### src/rtl/alu_issue_arbiter.sv
// alu_issue_arbiter: oldest-first ready-entry selector that issues one reservation-station entry per cycle to the ALU.
module alu_issue_arbiter #(
    parameter int RS_SIZE = 16,
    parameter int IDX_W   = 4
) (
    input  logic               clk,
    input  logic               rst,
    input  logic               rdy,
    input  logic               clr,
    input  logic               alloc_enable,
    input  logic [IDX_W-1:0]   alloc_idx,
    input  logic [RS_SIZE-1:0] ready_vec,
    input  logic               issue_allow,
    output logic               issue_enable,
    output logic [IDX_W-1:0]   issue_idx,
    output logic [RS_SIZE-1:0] issue_grant,
    output logic [RS_SIZE-1:0] occupied_vec,
    output logic [IDX_W-1:0]   free_idx,
    output logic               full
);
    logic [RS_SIZE-1:0] valid, valid_nxt, cand, blk, win, alloc_oh;
    logic [RS_SIZE-1:0][RS_SIZE-1:0] older, older_nxt;
    logic [IDX_W-1:0] win_idx;
    logic fire;
    // an entry wins when no other candidate is older than it
    always_comb begin
        cand = valid & ready_vec;
        blk = '0;
        win_idx = '0;
        for (int w = 0; w < RS_SIZE; w++) begin
            for (int j = 0; j < RS_SIZE; j++)
                if (j != w && cand[j] && older[j][w]) blk[w] = 1'b1;
            if (cand[w] && !blk[w]) win_idx = IDX_W'(w);
        end
        win = cand & ~blk;
        fire = issue_allow & |cand;
        alloc_oh = alloc_enable ? (RS_SIZE'(1) << alloc_idx) : '0;
        valid_nxt = (valid & ~(fire ? win : '0)) | alloc_oh;
    end
    // a new entry is younger than every entry resident at allocation time
    always_comb begin
        older_nxt = older;
        if (alloc_enable) begin
            older_nxt[alloc_idx] = '0;
            for (int j = 0; j < RS_SIZE; j++)
                older_nxt[j][alloc_idx] = (j != int'(alloc_idx)) && valid[j];
        end
    end
    always_comb begin
        free_idx = '0;
        for (int i = RS_SIZE - 1; i >= 0; i--)
            if (!valid[i]) free_idx = IDX_W'(i);
        full = &valid;
        occupied_vec = valid;
    end
    always_ff @(posedge clk or negedge rst) begin
        if (!rst) begin
            valid <= '0;
            older <= '0;
            issue_enable <= 1'b0;
            issue_idx <= '0;
            issue_grant <= '0;
        end else if (clr) begin
            valid <= '0;
            older <= '0;
            issue_enable <= 1'b0;
            issue_idx <= '0;
            issue_grant <= '0;
        end else if (rdy) begin
            valid <= valid_nxt;
            older <= older_nxt;
            issue_enable <= fire;
            issue_idx <= fire ? win_idx : issue_idx;
            issue_grant <= fire ? win : '0;
        end
    end
endmodule

### config.mk
export PLATFORM = sky130hd
export DESIGN_NAME = alu_issue_arbiter
export DESIGN_NICKNAME = d
export VERILOG_FILES = /design/src/rtl/alu_issue_arbiter.sv
export SDC_FILE = /design/constraint.sdc
export NUM_CORES = 1
export LEC_CHECK = 0
export BUFFER_PORTS_ARGS = -buffer_cell sky130_fd_sc_hd__buf_4
export CAP_MARGIN = 20
export CELL_PAD_IN_SITES_DETAIL_PLACEMENT = 1
export CELL_PAD_IN_SITES_GLOBAL_PLACEMENT = 2
export CORE_ASPECT_RATIO = 2
export CORE_MARGIN = 10
export CORE_UTILIZATION = 38
export CTS_CLUSTER_SIZE = 30
export DETAILED_ROUTE_END_ITERATION = 6
export PLACE_DENSITY = 0.77
export SKIP_CTS_REPAIR_TIMING = 1
export SLEW_MARGIN = 20
export SYNTH_ARGS = -nofsm -noshare
export SYNTH_HDL_FRONTEND = slang
export SYNTH_SLANG_ARGS = --single-unit
### constraint.sdc
create_clock -name clk -period 2.7 [get_ports clk]
set_clock_uncertainty 0.2 [all_clocks]
set_input_delay 0.81 -clock clk [delete_from_list [all_inputs] [get_ports clk]]
set_output_delay 0.81 -clock clk [all_outputs]
set_load 0.01 [all_outputs]
# ---- Word level (Yosys, flattened, before mapping)
# Cells that the tools add are included.
dict set report classes {
  bitwise 9
  magnitude_cmp 2
  reduce_logical 295
  eq_ne 15
  shift 1
  n_mux 305
}
# operator count
set ops {}
lappend ops {{2-to-1 mux 256 bit} 3}
lappend ops {{logical AND 1 bit} 272}
lappend ops {{AND 256 bit} 1}
lappend ops {{bitwise mux 16 bit} 16}
lappend ops {{inverter 256 bit} 1}
lappend ops {{2-to-1 mux 1 bit} 244}
lappend ops {{2-to-1 mux 16 bit} 7}
lappend ops {{2-to-1 mux 4 bit} 27}
lappend ops {{demux 16 bit (select 4 bit)} 1}
lappend ops {{AND 16 bit} 3}
lappend ops {{inequality test 4 bit, first input constant} 8}
lappend ops {{inverter 16 bit} 2}
lappend ops {{inequality test 3 x 4 -> 1 bit, first input constant} 4}
lappend ops {{OR 16 bit} 1}
lappend ops {{AND reduction 16 bit} 1}
lappend ops {{OR reduction 16 bit} 1}
lappend ops {{left shift 1 x 4 -> 16 bit, first input constant} 1}
lappend ops {{zero test 1 bit} 15}
lappend ops {{2-to-1 mux 3 bit} 4}
lappend ops {{inequality test 2 x 4 -> 1 bit, first input constant} 2}
lappend ops {{nonzero test 2 bit} 3}
lappend ops {{less-than comparator 4 x 5 -> 1 bit, second input constant} 1}
lappend ops {{demux 1 bit (select 4 bit)} 1}
lappend ops {{>= comparator 4 x 1 -> 1 bit, second input constant} 1}
lappend ops {{other kinds (5)} 7}
dict set report totals {
  out_inout_bits 42
  regBits 293
  word_cells 647
  inputBits 26
}

# ---- Longest topological paths before layout
dict set report logic_depth {
  ltp_word 37
  mapped_depth 10
  depth_no_buf 7
}

# ---- Least setup slack after synthesis
# No wires, ideal clock.
dict set report synth_path {
  kind {input to register}
  start {input port ready_vec[5]}
  end {register issue_idx[0]}
  arrival_ps 2419
  path_stages 9
  required_time_ps 2378
  path_slack_ps -41
  setup_time_ps 122
  n_path_buf 2
  path_cell_list {buf_2 > and2_1 > buf_2 > or4_4 > nor2_4 > a31oi_4 > nand2b_1 > nor3_1 > a32o_1}
}
dict set report synth_via {
  elab_chain_len 33
  elab_cells_between_ends 210
  cone_classes {mux: 162; bitwise: 2; reduce/logical: 46}
}
# item line_no
set synth_rtl {}
lappend synth_rtl {{from (decl)} 12} ;# input logic [RS_SIZE-1:0] ready_vec,
lappend synth_rtl {{AND 16 bit (*)} 27} ;# cand = valid & ready_vec;
lappend synth_rtl {{logical AND 1 bit} 32} ;# if (j != w && cand[j] && older[j][w]) blk[w] = 1'b1;
lappend synth_rtl {{2-to-1 mux 1 bit (11 in a row)} 32}
lappend synth_rtl {{zero test 1 bit} 33} ;# if (cand[w] && !blk[w]) win_idx = IDX_W'(w);
lappend synth_rtl {{logical AND 1 bit} 33}
lappend synth_rtl {{2-to-1 mux 1 bit} 33}
lappend synth_rtl {{2-to-1 mux 2 bit (2 in a row)} 33}
lappend synth_rtl {{2-to-1 mux 3 bit (4 in a row)} 33}
lappend synth_rtl {{2-to-1 mux 4 bit (8 in a row)} 33}
lappend synth_rtl {{2-to-1 mux 4 bit} 73} ;# issue_idx <= fire ? win_idx : issue_idx;
lappend synth_rtl {{2-to-1 mux 4 bit} 69} ;# end else if (rdy) begin
lappend synth_rtl {{2-to-1 mux 4 bit} 63} ;# end else if (clr) begin
lappend synth_rtl {{to (signal assigned)} 73}
lappend synth_rtl {{to (decl)} 15} ;# output logic [IDX_W-1:0] issue_idx,
# Every way passes the cells marked *; elsewhere a longest branch is shown, timed or not. The select of a mux whose other input is x is not followed.
# A chain may end at the register's enable or synchronous reset.

# ---- Worst setup path after layout
dict set report layout_path {
  start {register valid[13], in the netlist occupied_vec[13]}
  end {output port free_idx[1]}
}
dict set report layout_via {
  elab_chain_len 14
}
# item line_no
set layout_rtl {}
lappend layout_rtl {{from (decl)} 21} ;# logic [RS_SIZE-1:0] valid, valid_nxt, cand, blk, win, alloc_oh;
lappend layout_rtl {{from (signal assigned)} 70} ;# valid <= valid_nxt;
lappend layout_rtl {{2-to-1 mux 4 bit (14 in a row)} 52} ;# if (!valid[i]) free_idx = IDX_W'(i);
lappend layout_rtl {{to (decl)} 18} ;# output logic [IDX_W-1:0] free_idx,
# No other way between the ends.

==> flow_metrics.py <==
metrics = {
    "run_status": {
        "status": "finished with violations",
        "failed_checks": "hold timing, setup timing",
    },
    "global_routing": {
        "antenna_found_initial": 3,
        "grt_pass1_vias": 16600,
        "grt_use_total_pct": 35.9,
        "grt_max_degree": 80,
        "grt_overflow": 0,
        "grt_pass1_wl_um": 119000,
    },
    "yosys": {
        "synthArstFlopShare_pct": 100,
        "syn-num-nets": 1684,
        "yosys_warnings": 0,
        "yosysSeqAreaShare_pct": 49.2,
        "synthFlopType": "dfrtp_1",
        "netlist_area_sq_mm": 0.0141,
        "synth_cell_types": 54,
        "syn_inst": 1658,
        "synth.ff_latch_count": 277,
        "synth_edf_count": 0,
        "syn_area_per_cell_sq_um": 8.50,
    },
    "sta": {
        "tns_ns": -1.94,
        "relSlewSlack_pct": 33.3,
        "worst_pin_slew_ns": 1.00,
        "period_minus_slack_ns": 3.11,
        "period_share_pct": 115,
        "hold_viol_final": 5,
        "maxSlewViolCount": 0,
        "holdWs_ns": -0.0319,
        "rsz0062_at_grt": "true",
        "finalSetupViolCount": 9,
        "setup_slack_ns": -0.409,
        "fmaxAchievable_ghz": 0.322,
    },
    "final_layout": {
        "drive_above_1_share_pct": 25.5,
        "nets": 1906,
        "syn2layout_area_growth_pct": 31.0,
        "utilization_pct": 50.6,
        "antennaDiodeCount": 0,
    },
    "routing": {
        "met2_length_um": 40100,
        "routed_wl_um": 83900,
        "highest_layer": "met5",
        "wl_per_cell_um": 35.7,
        "drt_drc_violations_left": 0,
        "m1WireLength_um": 28000,
        "drt_iter0_drc": 1480,
        "viasPerCell": 6.64,
        "dr_wl_met3_um": 5600,
        "ant_nets": 0,
        "vias": 15600,
        "firstDrtPassIters": 5,
    },
    "power_and_ir_drop": {
        "p_leak_nw": 7.87,
        "pwr_density_cell_mw_per_mm2": 496,
        "ir_worst_vdd_v": 0.000537,
        "fin_total_pwr_w": 0.00917,
    },
    "clock_network": {
        "clock-sinks": 277,
        "ctsHtreeMaxLevel": 1,
        "root_buffer": "clkbuf_16",
        "clock_path_buffers": 3,
        "cts_tree": "done",
        "clk_latency_ns": 0.60,
        "clk_pin_slew_ns": 0.06,
        "numCtsBuffers": 29,
    },
    "setup_path": {
        "cp-start-kind": "flop",
        "cp_max_fo": 3,
        "crit_slowest_cell": "dfrtp_2",
        "path_class": "flop to primary output",
        "crit_required_ns": 1.69,
        "path_buf_inv": 2,
        "end_kind": "primary output",
        "cpLargestDelayFamily": "flip-flops",
        "arrival_ns": 2.10,
        "max_stage_delay_ns": 0.46,
        "cp_cell_sequence": "buf_8 -> nand2_4 -> a21oi_2 -> o211ai_1 -> nand3_1 -> nand3_2 -> a31oi_4 -> buf_6",
    },
    "die": {
        "dieArea_sq_mm": 0.0457,
        "fp.dieW_um": 156,
        "die_height_um": 292,
        "core_sq_mm": 0.0365,
        "row_count": 99,
        "boundaryPins": 68,
        "start_util_pct": 38.6,
    },
    "flow_run": {
        "maxCapViolations": 0,
    },
    "placement": {
        "dp_slack_ns": -0.784,
        "io_buffers": 67,
        "gp_congestion": 1.04,
        "dp_hpwl_um": 61100,
    },
    "worst_hold_path": {
        "hp-class": "primary input to async pin",
    },
}
area by class of cell:
type | count | area (sq um)
Clock buffer | 41 | 831
Clock inverter | 7 | 91.3
Fill cell | 4235 | 18100
Inverter | 8 | 30.0
Multi-Input combinational cell | 1200 | 6650
Sequential cell | 277 | 6950
Tap cell | 454 | 568
Timing Repair Buffer | 364 | 3350
power breakdown:
part | switching [W] | internal (W)
Sequential | 0.00000899 | 0.00416
Combinational | 0.000610 | 0.000255
Clock | 0.00183 | 0.00231
per-layer routing:
layer	vias up	global-route usage [%]
met5	-	0
met4	4	35.7
met3	348	5.67
met2	851	59.0
met1	7988	37.5
li1	6426	-
cells in the mapped netlist (2+ instances only):
| cell type | n | share of area [%] |
|---|---|---|
| nand3_1 | 162 | 5.8 |
| and2_0 | 4 | 0.18 |
| a221o_1 | 2 | 0.14 |
| o221a_1 | 2 | 0.16 |
| dfrtp_1 | 277 | 49 |
| nor4_1 | 15 | 0.67 |
| or2_2 | 2 | 0.089 |
| nand2_1 | 176 | 4.7 |
| and2_1 | 20 | 0.89 |
| nor2_1 | 185 | 4.9 |
| nor3_1 | 14 | 0.50 |
| a21oi_1 | 46 | 1.6 |
| clkbuf_1 | 123 | 3.3 |
| and3_1 | 8 | 0.36 |
| or3_1 | 2 | 0.089 |
| or4_1 | 2 | 0.11 |
| a32o_1 | 4 | 0.28 |
| nand2b_1 | 3 | 0.13 |
| and4_1 | 2 | 0.12 |
| a22oi_1 | 136 | 7.2 |
| nor3b_1 | 3 | 0.16 |
| a221oi_1 | 7 | 0.43 |
| inv_1 | 6 | 0.16 |
| a21boi_0 | 6 | 0.32 |
| nor2b_1 | 2 | 0.089 |
| o21ai_1 | 7 | 0.25 |
| nand4_1 | 52 | 2.3 |
| a32oi_1 | 25 | 1.6 |
| nand3b_1 | 2 | 0.11 |
| clkinv_1 | 2 | 0.053 |
| buf_6 | 7 | 0.56 |
| buf_1 | 7 | 0.19 |
| buf_2 | 35 | 1.2 |
| a22o_1 | 13 | 0.81 |
| o21ai_0 | 278 | 9.9 |
| or4_4 | 2 | 0.16 |
| a31oi_1 | 2 | 0.089 |
through the flow:
step	instance area (sq um)	instances
3_3_place_gp	17000	2284
6_report	18500	2351
3_5_place_dp	17000	2284
5_1_grt	18500	2351
4_1_cts	18000	2332
2_1_floorplan	14100	1658
sequential cells by signal, summed over array words and instances, names as in the netlist:
signal and flops:
issue_enable 1, issue_grant 16, issue_idx 4, occupied_vec 16, older 240
cells in the final DEF, fill, tap and decap left out, drive strengths merged, types with 2 or more instances in the layout:
cell	count
buf	362
o21ai	285
dfrtp	277
nor2	187
nand2	176
nand3	162
a22oi	136
nand4	52
a21oi	46
clkbuf	43
a32oi	25
and2	25
nor4	17
nor3	14
a22o	13
and3	8
a221oi	7
inv	7
a21boi	6
clkinv	5
nor3b	4
a32o	4
or4	4
nand2b	3
a31oi	3
or2	3
nand3b	2
a221o	2
nor2b	2
o221a	2
bufinv	2
and4	2
or3	2
logic make-up after synthesis:
family                 count (synthesis)  synth area share (%)
and+or+nand+nor                      663                  21.9
buffers and inverters                181                  5.53
muxes                                  1                0.0710
AOI/OAI and AO/OA                    536                  23.4
DFF                                  277                  49.2
worst paths after layout:
path / start / to / slack, ns / cells past startpoint
setup / recovery: occupied_vec[13] / free_idx[1] / -0.41 / 8
hold / removal: rst / occupied_vec[13] / -0.03 / 1
setup reg to reg: occupied_vec[9] / issue_idx[3] / -0.10 / 8
hold reg to reg: older[45] / older[45] / 0.28 / 2
max in group asynchronous: rst / occupied_vec[14] / 1.56 / 2
min in group clk: older[45] / older[45] / 0.28 / 2
(Power assumes the default switching activity.)
